<file path="src/rtl/cpu_pkg.sv">
// Shared CPU constants: instruction field positions, opcodes, functs and the ID/EX record.
// Imported by the decode stage, its register file and the decode interface.
package cpu_pkg;

    localparam int XLEN = 32;
    localparam int RA_W = 5;

    localparam int OP_HI    = 31;
    localparam int OP_LO    = 26;
    localparam int RS_HI    = 25;
    localparam int RS_LO    = 21;
    localparam int RT_HI    = 20;
    localparam int RT_LO    = 16;
    localparam int RD_HI    = 15;
    localparam int RD_LO    = 11;
    localparam int FN_HI    = 5;
    localparam int FN_LO    = 0;
    localparam int IMM16_HI = 15;
    localparam int IMM26_HI = 25;

    localparam logic [5:0] OP_NOP  = 6'h00;
    localparam logic [5:0] OP_ALU  = 6'h01;
    localparam logic [5:0] OP_ADDI = 6'h02;
    localparam logic [5:0] OP_LW   = 6'h03;
    localparam logic [5:0] OP_SW   = 6'h04;
    localparam logic [5:0] OP_BEQ  = 6'h05;
    localparam logic [5:0] OP_BNE  = 6'h06;
    localparam logic [5:0] OP_J    = 6'h07;
    localparam logic [5:0] OP_JAL  = 6'h08;
    localparam logic [5:0] OP_JR   = 6'h09;

    localparam logic [5:0] FN_ADD = 6'h20;

    localparam logic [XLEN-1:0] NOP_WORD = 32'h0000_0000;

    localparam logic [1:0] PCSRC_NPC    = 2'd0;
    localparam logic [1:0] PCSRC_TARGET = 2'd1;
    localparam logic [1:0] PCSRC_REG    = 2'd2;

    localparam logic [RA_W-1:0] LINK_REG = 5'd31;

    typedef struct packed {
        logic            valid;
        logic            regWr;
        logic            memRd;
        logic            memWr;
        logic [5:0]      op;
        logic [5:0]      funct;
        logic [RA_W-1:0] rs;
        logic [RA_W-1:0] rt;
        logic [RA_W-1:0] rd;
        logic [XLEN-1:0] a;
        logic [XLEN-1:0] b;
        logic [XLEN-1:0] imm;
        logic [XLEN-1:0] npc;
    } idex_t;

    function automatic logic [XLEN-1:0] sext16(input logic [15:0] v);
        return {{16{v[15]}}, v};
    endfunction

endpackage

</file>
<file path="src/rtl/decode_stage_if.sv">
// Bundle of fetch, hazard, write-back and ID/EX signals around the decode stage.
// master drives the stage inputs (pipeline side); slave is the decode stage itself.
interface decode_stage_if;
    import cpu_pkg::*;

    logic [XLEN-1:0] IR;
    logic [XLEN-1:0] NPC;
    logic            ex_wr_en;
    logic            ex_is_load;
    logic [RA_W-1:0] ex_rd;
    logic            mem_wr_en;
    logic [RA_W-1:0] mem_rd;
    logic            wb_en;
    logic [RA_W-1:0] wb_rd;
    logic [XLEN-1:0] wb_data;

    logic            PCWr;
    logic            IRWrite;
    logic            KILL;
    logic [1:0]      PCSrc;
    logic [XLEN-1:0] TargetAddress;
    logic [XLEN-1:0] RegRs;

    logic            idex_valid;
    logic            idex_RegWr;
    logic            idex_MemRd;
    logic            idex_MemWr;
    logic [5:0]      idex_op;
    logic [5:0]      idex_funct;
    logic [RA_W-1:0] idex_rs;
    logic [RA_W-1:0] idex_rt;
    logic [RA_W-1:0] idex_rd;
    logic [XLEN-1:0] idex_A;
    logic [XLEN-1:0] idex_B;
    logic [XLEN-1:0] idex_Imm;
    logic [XLEN-1:0] idex_NPC;

    modport master (
        output IR, NPC, ex_wr_en, ex_is_load, ex_rd, mem_wr_en, mem_rd,
               wb_en, wb_rd, wb_data,
        input  PCWr, IRWrite, KILL, PCSrc, TargetAddress, RegRs,
               idex_valid, idex_RegWr, idex_MemRd, idex_MemWr, idex_op, idex_funct,
               idex_rs, idex_rt, idex_rd, idex_A, idex_B, idex_Imm, idex_NPC
    );

    modport slave (
        input  IR, NPC, ex_wr_en, ex_is_load, ex_rd, mem_wr_en, mem_rd,
               wb_en, wb_rd, wb_data,
        output PCWr, IRWrite, KILL, PCSrc, TargetAddress, RegRs,
               idex_valid, idex_RegWr, idex_MemRd, idex_MemWr, idex_op, idex_funct,
               idex_rs, idex_rt, idex_rd, idex_A, idex_B, idex_Imm, idex_NPC
    );

endinterface

</file>
<file path="src/rtl/reg_file.sv">
// 32x32 register file: two combinational read ports, one clocked write port, R0 hardwired to 0.
// With BYPASS set, a read of the register being written this cycle returns the incoming data.
module reg_file
    import cpu_pkg::*;
#(
    parameter bit BYPASS = 1'b1
) (
    input  logic            clk,
    input  logic            reset,
    input  logic [RA_W-1:0] i_raddr1,
    input  logic [RA_W-1:0] i_raddr2,
    input  logic            i_we,
    input  logic [RA_W-1:0] i_waddr,
    input  logic [XLEN-1:0] i_wdata,
    output logic [XLEN-1:0] o_rdata1,
    output logic [XLEN-1:0] o_rdata2
);

    logic [XLEN-1:0] r_regs [32];

    always_ff @(posedge clk or posedge reset) begin
        if (reset) begin
            for (int i = 0; i < 32; i++) begin
                r_regs[i] <= '0;
            end
        end else if (i_we && (i_waddr != '0)) begin
            r_regs[i_waddr] <= i_wdata;
        end
    end

    always_comb begin
        o_rdata1 = r_regs[i_raddr1];
        o_rdata2 = r_regs[i_raddr2];
        if (i_raddr1 == '0) begin
            o_rdata1 = '0;
        end else if (BYPASS && i_we && (i_waddr == i_raddr1)) begin
            o_rdata1 = i_wdata;
        end
        if (i_raddr2 == '0) begin
            o_rdata2 = '0;
        end else if (BYPASS && i_we && (i_waddr == i_raddr2)) begin
            o_rdata2 = i_wdata;
        end
    end

endmodule

</file>
<file path="src/rtl/decode_stage.sv">
// Instruction decode stage: field decode, register read, hazard stalls, early branch/jump
// resolution and the ID/EX pipeline register.
module decode_stage
    import cpu_pkg::*;
#(
    parameter bit RF_BYPASS = 1'b1
) (
    input  logic          clk,
    input  logic          reset,
    decode_stage_if.slave bus
);

    logic [5:0]      w_op;
    logic [RA_W-1:0] w_rs;
    logic [RA_W-1:0] w_rt;
    logic [RA_W-1:0] w_rd;
    logic [5:0]      w_funct;
    logic [XLEN-1:0] w_imm;
    logic [25:0]     w_imm26;
    logic [XLEN-1:0] w_rsVal;
    logic [XLEN-1:0] w_rtVal;

    assign w_op    = bus.IR[OP_HI:OP_LO];
    assign w_rs    = bus.IR[RS_HI:RS_LO];
    assign w_rt    = bus.IR[RT_HI:RT_LO];
    assign w_rd    = bus.IR[RD_HI:RD_LO];
    assign w_funct = bus.IR[FN_HI:FN_LO];
    assign w_imm   = sext16(bus.IR[IMM16_HI:0]);
    assign w_imm26 = bus.IR[IMM26_HI:0];

    // Opcodes outside the known set decode to nothing, which makes them behave as NOP.
    logic w_isAlu, w_isAddi, w_isLw, w_isSw, w_isBeq, w_isBne, w_isJ, w_isJal, w_isJr;
    assign w_isAlu  = (w_op == OP_ALU);
    assign w_isAddi = (w_op == OP_ADDI);
    assign w_isLw   = (w_op == OP_LW);
    assign w_isSw   = (w_op == OP_SW);
    assign w_isBeq  = (w_op == OP_BEQ);
    assign w_isBne  = (w_op == OP_BNE);
    assign w_isJ    = (w_op == OP_J);
    assign w_isJal  = (w_op == OP_JAL);
    assign w_isJr   = (w_op == OP_JR);

    logic w_valid, w_usesRs, w_usesRt, w_isCtrl;
    assign w_valid  = w_isAlu | w_isAddi | w_isLw | w_isSw | w_isBeq | w_isBne
                    | w_isJ | w_isJal | w_isJr;
    assign w_usesRs = w_isAlu | w_isAddi | w_isLw | w_isSw | w_isBeq | w_isBne | w_isJr;
    assign w_usesRt = w_isAlu | w_isSw | w_isBeq | w_isBne;
    assign w_isCtrl = w_isBeq | w_isBne | w_isJr;

    reg_file #(.BYPASS(RF_BYPASS)) u_regFile (
        .clk      (clk),
        .reset    (reset),
        .i_raddr1 (w_rs),
        .i_raddr2 (w_rt),
        .i_we     (bus.wb_en),
        .i_waddr  (bus.wb_rd),
        .i_wdata  (bus.wb_data),
        .o_rdata1 (w_rsVal),
        .o_rdata2 (w_rtVal)
    );

    logic [RA_W-1:0] w_dest;
    always_comb begin
        w_dest = '0;
        if (w_isAlu) begin
            w_dest = w_rd;
        end else if (w_isAddi || w_isLw) begin
            w_dest = w_rt;
        end else if (w_isJal) begin
            w_dest = LINK_REG;
        end
    end

    // Branches resolve here, so they must also wait for producers still in EX or MEM.
    logic w_loadUse, w_exHit, w_memHit, w_stall;
    assign w_loadUse = bus.ex_is_load && (bus.ex_rd != '0)
                     && ((w_usesRs && (w_rs == bus.ex_rd)) || (w_usesRt && (w_rt == bus.ex_rd)));
    assign w_exHit   = bus.ex_wr_en && (bus.ex_rd != '0)
                     && ((w_usesRs && (w_rs == bus.ex_rd)) || (w_usesRt && (w_rt == bus.ex_rd)));
    assign w_memHit  = bus.mem_wr_en && (bus.mem_rd != '0)
                     && ((w_usesRs && (w_rs == bus.mem_rd)) || (w_usesRt && (w_rt == bus.mem_rd)));
    assign w_stall   = w_loadUse || (w_isCtrl && (w_exHit || w_memHit));

    logic [1:0] w_pcSrc;
    always_comb begin
        w_pcSrc = PCSRC_NPC;
        if (!w_stall) begin
            if (w_isJ || w_isJal) begin
                w_pcSrc = PCSRC_TARGET;
            end else if (w_isBeq && (w_rsVal == w_rtVal)) begin
                w_pcSrc = PCSRC_TARGET;
            end else if (w_isBne && (w_rsVal != w_rtVal)) begin
                w_pcSrc = PCSRC_TARGET;
            end else if (w_isJr) begin
                w_pcSrc = PCSRC_REG;
            end
        end
    end

    assign bus.PCSrc         = w_pcSrc;
    assign bus.KILL          = (w_pcSrc != PCSRC_NPC);
    assign bus.PCWr          = !w_stall;
    assign bus.IRWrite       = !w_stall;
    assign bus.RegRs         = w_rsVal;
    assign bus.TargetAddress = (w_isJ || w_isJal) ? {bus.NPC[31:26], w_imm26}
                                                  : (bus.NPC + w_imm);

    // Stalls and non-instructions enter ID/EX as an all-zero bubble.
    idex_t w_idexNext;
    always_comb begin
        w_idexNext = '0;
        if (!w_stall && w_valid) begin
            w_idexNext.valid = 1'b1;
            w_idexNext.regWr = (w_dest != '0);
            w_idexNext.memRd = w_isLw;
            w_idexNext.memWr = w_isSw;
            w_idexNext.op    = w_op;
            w_idexNext.funct = w_funct;
            w_idexNext.rs    = w_rs;
            w_idexNext.rt    = w_rt;
            w_idexNext.rd    = w_dest;
            w_idexNext.a     = w_rsVal;
            w_idexNext.b     = w_rtVal;
            w_idexNext.imm   = w_imm;
            w_idexNext.npc   = bus.NPC;
            if (w_isJal) begin
                w_idexNext.op    = OP_ALU;
                w_idexNext.funct = FN_ADD;
                w_idexNext.rs    = '0;
                w_idexNext.rt    = '0;
                w_idexNext.a     = bus.NPC;
                w_idexNext.b     = '0;
            end
        end
    end

    idex_t r_idex;
    always_ff @(posedge clk or posedge reset) begin
        if (reset) begin
            r_idex <= '0;
        end else begin
            r_idex <= w_idexNext;
        end
    end

    assign bus.idex_valid = r_idex.valid;
    assign bus.idex_RegWr = r_idex.regWr;
    assign bus.idex_MemRd = r_idex.memRd;
    assign bus.idex_MemWr = r_idex.memWr;
    assign bus.idex_op    = r_idex.op;
    assign bus.idex_funct = r_idex.funct;
    assign bus.idex_rs    = r_idex.rs;
    assign bus.idex_rt    = r_idex.rt;
    assign bus.idex_rd    = r_idex.rd;
    assign bus.idex_A     = r_idex.a;
    assign bus.idex_B     = r_idex.b;
    assign bus.idex_Imm   = r_idex.imm;
    assign bus.idex_NPC   = r_idex.npc;

endmodule

</file>
<file path="src/flat_wrapper.sv">
// flat-port wrapper written by rule: the top's interface ports become plain ports
module decode_stage_flat import cpu_pkg::*;
#(
    parameter bit RF_BYPASS = 1'b1
)
  (clk, reset, bus_IR, bus_NPC, bus_ex_wr_en, bus_ex_is_load, bus_ex_rd, bus_mem_wr_en, bus_mem_rd, bus_wb_en, bus_wb_rd, bus_wb_data, bus_PCWr, bus_IRWrite, bus_KILL, bus_PCSrc, bus_TargetAddress, bus_RegRs, bus_idex_valid, bus_idex_RegWr, bus_idex_MemRd, bus_idex_MemWr, bus_idex_op, bus_idex_funct, bus_idex_rs, bus_idex_rt, bus_idex_rd, bus_idex_A, bus_idex_B, bus_idex_Imm, bus_idex_NPC);
  decode_stage_if bus_i ();
  input  logic clk;
  input  logic reset;
  input wire logic [$bits(bus_i.IR)-1:0] bus_IR;
  input wire logic [$bits(bus_i.NPC)-1:0] bus_NPC;
  input wire logic [$bits(bus_i.ex_wr_en)-1:0] bus_ex_wr_en;
  input wire logic [$bits(bus_i.ex_is_load)-1:0] bus_ex_is_load;
  input wire logic [$bits(bus_i.ex_rd)-1:0] bus_ex_rd;
  input wire logic [$bits(bus_i.mem_wr_en)-1:0] bus_mem_wr_en;
  input wire logic [$bits(bus_i.mem_rd)-1:0] bus_mem_rd;
  input wire logic [$bits(bus_i.wb_en)-1:0] bus_wb_en;
  input wire logic [$bits(bus_i.wb_rd)-1:0] bus_wb_rd;
  input wire logic [$bits(bus_i.wb_data)-1:0] bus_wb_data;
  output wire logic [$bits(bus_i.PCWr)-1:0] bus_PCWr;
  output wire logic [$bits(bus_i.IRWrite)-1:0] bus_IRWrite;
  output wire logic [$bits(bus_i.KILL)-1:0] bus_KILL;
  output wire logic [$bits(bus_i.PCSrc)-1:0] bus_PCSrc;
  output wire logic [$bits(bus_i.TargetAddress)-1:0] bus_TargetAddress;
  output wire logic [$bits(bus_i.RegRs)-1:0] bus_RegRs;
  output wire logic [$bits(bus_i.idex_valid)-1:0] bus_idex_valid;
  output wire logic [$bits(bus_i.idex_RegWr)-1:0] bus_idex_RegWr;
  output wire logic [$bits(bus_i.idex_MemRd)-1:0] bus_idex_MemRd;
  output wire logic [$bits(bus_i.idex_MemWr)-1:0] bus_idex_MemWr;
  output wire logic [$bits(bus_i.idex_op)-1:0] bus_idex_op;
  output wire logic [$bits(bus_i.idex_funct)-1:0] bus_idex_funct;
  output wire logic [$bits(bus_i.idex_rs)-1:0] bus_idex_rs;
  output wire logic [$bits(bus_i.idex_rt)-1:0] bus_idex_rt;
  output wire logic [$bits(bus_i.idex_rd)-1:0] bus_idex_rd;
  output wire logic [$bits(bus_i.idex_A)-1:0] bus_idex_A;
  output wire logic [$bits(bus_i.idex_B)-1:0] bus_idex_B;
  output wire logic [$bits(bus_i.idex_Imm)-1:0] bus_idex_Imm;
  output wire logic [$bits(bus_i.idex_NPC)-1:0] bus_idex_NPC;
  assign bus_i.IR = bus_IR;
  assign bus_i.NPC = bus_NPC;
  assign bus_i.ex_wr_en = bus_ex_wr_en;
  assign bus_i.ex_is_load = bus_ex_is_load;
  assign bus_i.ex_rd = bus_ex_rd;
  assign bus_i.mem_wr_en = bus_mem_wr_en;
  assign bus_i.mem_rd = bus_mem_rd;
  assign bus_i.wb_en = bus_wb_en;
  assign bus_i.wb_rd = bus_wb_rd;
  assign bus_i.wb_data = bus_wb_data;
  assign bus_PCWr = bus_i.PCWr;
  assign bus_IRWrite = bus_i.IRWrite;
  assign bus_KILL = bus_i.KILL;
  assign bus_PCSrc = bus_i.PCSrc;
  assign bus_TargetAddress = bus_i.TargetAddress;
  assign bus_RegRs = bus_i.RegRs;
  assign bus_idex_valid = bus_i.idex_valid;
  assign bus_idex_RegWr = bus_i.idex_RegWr;
  assign bus_idex_MemRd = bus_i.idex_MemRd;
  assign bus_idex_MemWr = bus_i.idex_MemWr;
  assign bus_idex_op = bus_i.idex_op;
  assign bus_idex_funct = bus_i.idex_funct;
  assign bus_idex_rs = bus_i.idex_rs;
  assign bus_idex_rt = bus_i.idex_rt;
  assign bus_idex_rd = bus_i.idex_rd;
  assign bus_idex_A = bus_i.idex_A;
  assign bus_idex_B = bus_i.idex_B;
  assign bus_idex_Imm = bus_i.idex_Imm;
  assign bus_idex_NPC = bus_i.idex_NPC;
  decode_stage #(.RF_BYPASS(RF_BYPASS)) u_core (.clk(clk), .reset(reset), .bus(bus_i));
endmodule
</file>
<file path="config.mk">
export PLATFORM = sky130hd
export DESIGN_NAME = decode_stage_flat
export DESIGN_NICKNAME = d
export VERILOG_FILES = /design/src/rtl/cpu_pkg.sv /design/src/rtl/decode_stage_if.sv /design/src/rtl/reg_file.sv /design/src/rtl/decode_stage.sv /design/src/flat_wrapper.sv
export SDC_FILE = /design/constraint.sdc
export NUM_CORES = 2
export LEC_CHECK = 0
export ABC_CLOCK_PERIOD_IN_PS = 66700
export CAP_MARGIN = 30
export CORE_UTILIZATION = 58
export CTS_CLUSTER_DIAMETER = 50
export DETAILED_ROUTE_END_ITERATION = 8
export GPL_ROUTABILITY_DRIVEN = 1
export PLACE_DENSITY = 0.78
export SYNTH_ARGS = -nofsm -noshare
export SYNTH_HDL_FRONTEND = slang
export SYNTH_SLANG_ARGS = --single-unit
</file>
<file path="constraint.sdc">
create_clock -name clk -period 66.7 [get_ports clk]
set_input_delay 16.675 -clock clk [delete_from_list [all_inputs] [get_ports clk]]
set_output_delay 16.675 -clock clk [all_outputs]
set_load 0.05 [all_outputs]
</file>
* Word-level counts from Yosys, hierarchy flattened
Index checks and enable logic that the tools add are counted.
Word-level totals: flip-flop bits (word level) 1183, input port bits 117, output and inout bits 228, word-level logic and storage cells 141
Operators by class: $add $sub $neg 1, $lt $le $gt $ge 4, equal/unequal tests 17, mux-type cells 25, bitwise logic cells 17, reduce and logical (&&, ||, !) cells 32
Operators with widths (number):
- $bwmux 1024 | 1
- $bmux 32 s5 | 2
- $mux 32 | 10
- $demux 32 s5 | 1
- $mux 159 | 1
- $mux 64 | 1
- $add 32x32->32 | 1
- $eq 32x32->1 | 1
- $ne 32x32->1 | 1
- $eq 5x5->1 | 6
- $eq 6x3->1 const B | 4
- $mux 22 | 1
- $reduce_bool 5->1 | 4
- $ge 6x6->1 const B | 3
- $logic_and 1x1->1 | 18
- $not 5->6 | 3
- $mux 5 | 3
- $or 1x1->1 | 14
- $eq 6x2->1 const B | 2
- $eq 6x4->1 const B | 2
- $logic_not 5->1 | 2
- $mux 2 | 5
- $eq 6x1->1 const B | 1
- $logic_or 1x1->1 | 6
- other kinds (3) | 3

* Longest topological paths before layout
depth in word-level cells 16, mapped depth 18, mapped depth without buffers 14

* Modules after synthesis
Synthesis repeated with hierarchy kept, for this count alone.
Second synthesis, totals: cell total of the unflattened synthesis 4622, area total of the unflattened synthesis 62866.5 sq um
Modules (own cells, without submodules):
- reg_file | times used 1, cells each 3828, area an instance 55225.5 sq um, seq. area each 25624.6 sq um
- decode_stage | times used 1, cells each 794, area an instance 7641.1 sq um, seq. area each 3578.4 sq um

* Least setup slack after synthesis
No wires, ideal clock.
path kind input port to output port, start input port bus_IR[22], end output port bus_PCSrc[0], arrival time 20721 ps, required time 50025 ps, path slack 29304 ps, stages 16, buffers on the path 6, path through buf_2 -> buf_2 -> buf_2 -> buf_2 -> buf_2 -> clkbuf_1 -> mux4_2 -> a21oi_1 -> o21ai_0 -> a32oi_1 -> inv_1 -> xnor2_1 -> nand4_1 -> nor4_2 -> mux2_1 -> a21oi_1
Between the ends: longest elaborated chain between the ends 12, elaborated cells between the ends (all ways) 29, those cells by class eq/ne (5); mux (9); bitwise (1); reduce/logical (14)
RTL lines:
- start: declaration | line flat_wrapper.sv:10 | input wire logic [$bits(bus_i.IR)-1:0] bus_IR;
- $not 5->6 (implied by the code) | line reg_file.sv:32 | o_rdata1 = r_regs[i_raddr1];
- $bmux 32 s5 | line reg_file.sv:32
- $mux 32 (implied by the code) (2 in series) | line reg_file.sv:32
- $mux 32 | line reg_file.sv:36 | end else if (BYPASS && i_we && (i_waddr == i_raddr1)) begin
- $mux 32 * | line reg_file.sv:34 | if (i_raddr1 == '0) begin
- named net bus_RegRs[4] | line flat_wrapper.sv:25 | output wire logic [$bits(bus_i.RegRs)-1:0] bus_RegRs;
- $ne 32x32->1 | line decode_stage.sv:92 | end else if (w_isBne && (w_rsVal != w_rtVal)) begin
- $logic_and 1x1->1 | line decode_stage.sv:92
- $mux 2 | line decode_stage.sv:92
- $mux 2 * | line decode_stage.sv:90 | end else if (w_isBeq && (w_rsVal == w_rtVal)) begin
- $mux 2 * | line decode_stage.sv:88 | if (w_isJ || w_isJal) begin
- $mux 2 * | line decode_stage.sv:87 | if (!w_stall) begin
- end: declaration | line flat_wrapper.sv:23 | output wire logic [$bits(bus_i.PCSrc)-1:0] bus_PCSrc;
The timed path passes the listed nets; every way through them passes the cells marked *. The select of a mux whose other input is x is not followed.

* Worst setup path in the final report
start input port bus_IR[21], end output port bus_KILL
Between the ends: longest elaborated chain between the ends 13, elaborated cells between the ends (all ways) 30, those cells by class eq/ne (5); mux (9); bitwise (1); reduce/logical (15)
RTL lines:
- $not 5->6 (implied by the code) | line reg_file.sv:32
- $bmux 32 s5 | line reg_file.sv:32
- $mux 32 (implied by the code) (2 in series) | line reg_file.sv:32
- $mux 32 | line reg_file.sv:36
- $mux 32 | line reg_file.sv:34
- $ne 32x32->1 | line decode_stage.sv:92
- $logic_and 1x1->1 | line decode_stage.sv:92
- $mux 2 | line decode_stage.sv:92
- $mux 2 | line decode_stage.sv:90
- $mux 2 | line decode_stage.sv:88
- $mux 2 * | line decode_stage.sv:87
- $reduce_bool 2->1 * | line decode_stage.sv:101 | assign bus.KILL = (w_pcSrc != PCSRC_NPC);
- end: declaration | line flat_wrapper.sv:22 | output wire logic [$bits(bus_i.KILL)-1:0] bus_KILL;
Every way passes the cells marked *; elsewhere a longest branch is shown, timed or not. The select of a mux whose other input is x is not followed.

==> reports/summary.txt <==
Outcome: completed
Share of synthesized area occupied by flip-flops and latches: 46.25%
Worst setup path class: in2out
Wire length of the first global-routing pass: 334.0 mm
Total of endpoints with negative setup slack in the final report: 0
Switching portion of total power: 30.18%
Maximum level of the CTS H-tree: 4
Switching component of the power: 0.0006636 W
Power Density: 30.41 nW/µm²
Internal power of the cells: 0.001535 W
Setup repair after global routing missed its margin: no
Die span in x: 331.9 µm
Maximum frequency from static timing analysis: 24.51 MHz
Die Height: 331.9 µm
Setup Skew: 0.03334 ns
Final TNS setup: 0 ns
DR vias: 48,050
Cell type with the largest total area after synthesis: dfrtp_1
Critical path's top delay family: simple AND/OR/NAND/NOR gates
Leakage power of the design: 31.70 nW
Placeable core region: 107,500 µm²
Total congestion overflow: 0
Share of flip-flops with an asynchronous set or reset: 100.0%
Path category of the worst min-delay check: reg2reg
Minimum setup slack after placement: 26.29 ns
Post-CTS sizing: 0
Flip-flop and latch count after synthesis: 1,167
Clock share of power: 35.4%
Post-Route WL: 231.4 mm
Number of pins with negative max-slew slack in the final report: 0
Detailed-route wire length per cell: 35.67 µm
Num rows: 120
Cell Chain, Critical Path: buf_8, buf_4, buf_12, nand3_2, o22ai_1, nor4_1, a21oi_1, a22oi_2, xnor2_1, nor4_1, nand4_1, nor4_2, mux2_1, a21oi_1, clkdlybuf4s50_1
Clock latency reported for the late side of the worst-skew pair: 0.77 ns
Top library cells by usage in the layout, fill and taps aside: dfrtp_1, mux2_2, mux2i_1, clkdlybuf4s50_1, mux4_2
Count of warnings emitted by yosys: 0
Post-Syn Instances: 4,817
Number of max-cap violations: 0
Port Buf Inserts: 344
Max IR drop VDD: 0.02572 mV
Maximum count of clock buffers along a single path: 3
Final critical-path setup slack: 25.90 ns
Overall die area: 110,200 µm²
Kind of end point of the critical path: output port
Largest net degree at the start of global routing: 158
Clock buffers created by TritonCTS: 139
Largest cells by area after synthesis: dfrtp_1, mux2_2, mux4_2
Arrival time at the worst endpoint: 24.12 ns
Via/cell ratio: 7.408
Period minus WS final: 40.80 ns
GR Util All Layers: 41.76%
Number of I/O pins: 345
Avg Cell Area, Syn: 13.11 µm²
Element type at the critical path start: primary input
EDFF count, synth: 0
Fraction of the cycle the final worst path needs: 61.17%
Area share of the largest cell type after synthesis: 46.25%
Critical path buffers and inverters: 4
DRT antenna net count: 0
Sequential cell fraction of total power: 42.1%
CTS tree: built
Required arrival time at the worst endpoint: 50.02 ns
Layout fillers: 7,501
Drc violations: 0
Most frequent standard cell in the layout excluding fill and tap cells: dfrtp_1
GPL Wtd Cong: 0.9648
Number of post-CTS setup repair buffers: 0
Drt first-iter violations: 6,736
Comb pwr share: 22.5%
Number of antenna violations at the first check in global routing: 14
Worst slew pin tran: 1.208 ns
DPL Wire Length: 141.6 mm
Critical-path cell with the highest stage delay: nand3_2
Cell Area, Synth: 63,140 µm²
Layout cell share with drive strength beyond 1: 35.40%
CTS Hold Bufs: 0
Number of unique standard cell types used by synthesis: 96
Count of nets after finishing: 5,112
Clock slew at the register clock pins of the worst setup and hold paths: 0.06 ns
Final-report hold violation count: 0
Primary FF master, synth: dfrtp_1
Worst path max stage delay: 0.99 ns
Number of sinks driven by the clock tree: 1,167
Synth-to-Final Area Change: 14.53%
Peak fanout along the critical path: 93
Clock root buffer: clkbuf_16
Drt pass-1 iters: 9
Via count of the first global-routing pass: 47,660
Worst slew margin relative to its limit: 19.18%
Effective utilization at floorplan: 58.73%
-- cell usage after synthesis, types with 12 or more instances --
master    number
a211o_1       15
a211oi_1      25
a21o_1        20
a21oi_1      106
a221oi_1      27
a22o_1        23
a22oi_1       39
a31oi_1       12
and2_1        61
and3_1        19
buf_1         16
buf_2         72
buf_4         49
buf_6         29
clkbuf_1     323
dfrtp_1     1167
ha_1          31
inv_1         32
mux2_2      1010
mux2i_1      371
mux4_1        17
mux4_2       306
nand2_1      192
nand2b_1      13
nand3_1       28
nand3b_1      14
nand4_1       17
nor2_1       120
nor2b_1       14
nor3_1        39
nor4_1        31
o21ai_0      119
o221ai_1      43
o22a_1        14
o22ai_1      128
o31ai_1       17
or3_1         17
or3b_2        12
xnor2_1       36
xor2_1        37
-- registers in the layout, summed over array words and instances, names as in the netlist --
signal,cells
u_core.bus.idex_funct,6
u_core.bus.idex_NPC,32
u_core.bus.idex_MemWr,1
u_core.bus.idex_B,32
u_core.bus.idex_RegWr,1
u_core.u_regFile.r_regs,1024
u_core.bus.idex_A,32
u_core.bus.idex_Imm,16
u_core.bus.idex_valid,1
u_core.bus.idex_rt,5
u_core.bus.idex_MemRd,1
u_core.bus.idex_rs,5
u_core.bus.idex_rd,5
u_core.bus.idex_op,6
-- power groups by stage --
stage / combinational (W) / clock (W) / sequential [W]
floorplan: 0.000342 / 0 / 0.000914
CTS: 0.000484 / 0.000781 / 0.000919
finish: 0.000495 / 0.000778 / 0.000925
global route: 0.000516 / 0.000809 / 0.000937
detailed placement: 0.000481 / 0 / 0.000929
global placement: 0.000468 / 0 / 0.000919
-- stage by stage --
step / cells / area [µm²] / hold slack (ns) / utilization [%] / total power (W)
6_report: 6487 / 72310 / 0.3960 / 67.27 / 0.002199
5_1_grt: 6482 / 72300 / 0.4079 / 67.25 / 0.002262
4_1_cts: 6467 / 72120 / 0.3961 / 67.09 / 0.002184
3_5_place_dp: 6216 / 67410 / 0.3827 / 62.70 / 0.001409
3_3_place_gp: 6208 / 67270 / 0.3763 / 62.57 / 0.001387
2_1_floorplan: 4818 / 63140 / 0.4385 / - / 0.001255
-- kinds of logic (layout without fill, tap and decap cells) --
group / after synthesis / count (layout) / share of synthesized area, %
AND/OR/NAND/NOR: 625 / 625 / 5.061
XOR/XNOR: 73 / 73 / 1.013
flip-flops: 1167 / 1167 / 46.25
adder cells (fa/ha/maj): 32 / 32 / 0.6460
buffers and inverters: 537 / 792 / 4.148
other: 1 / 13 / 0.005939
multiplexers: 1707 / 1707 / 35.60
AO/OA/AOI/OAI: 675 / 675 / 7.277
-- path summary, 6_finish.rpt --
check,slack (ns),endpoint,from,cells after the start
worst min-delay path,0.40,u_core.u_regFile.r_regs[1015],u_core.u_regFile.r_regs[1015],0
max in group asynchronous,47.26,u_core.u_regFile.r_regs[464],reset,5
worst min register to register,0.40,u_core.u_regFile.r_regs[1015],u_core.u_regFile.r_regs[1015],0
min in group asynchronous,16.47,u_core.bus.idex_funct[3],reset,2
worst max register to register,63.76,u_core.bus.idex_A[8],u_core.u_regFile.r_regs[488],7
worst max-delay path,25.90,bus_KILL,bus_IR[21],15
-- cell type report --
cell class | instances | area (µm²) | share of cell area, %
diodes | 11 | 27.53 | 0.03807
clock buffers | 196 | 4120 | 5.698
clock inverters | 55 | 594.3 | 0.8219
inverters | 35 | 138.9 | 0.1921
multi-input cells | 3114 | 31580 | 43.67
flip-flops and latches | 1167 | 29200 | 40.38
well taps | 1403 | 1755 | 2.428
repair buffers | 506 | 4897 | 6.772
-- layer usage --
layer | global-route usage [%] | vias up | routed length (µm)
li1 | - | 18480 | -
met1 | 53.20 | 24540 | 82400
met2 | 59.99 | 3965 | 99140
met3 | 15.33 | 1066 | 31750
met4 | 27.53 | 6 | 18080
met5 | 0 | - | 39
Power figures use the tool's default switching activity.
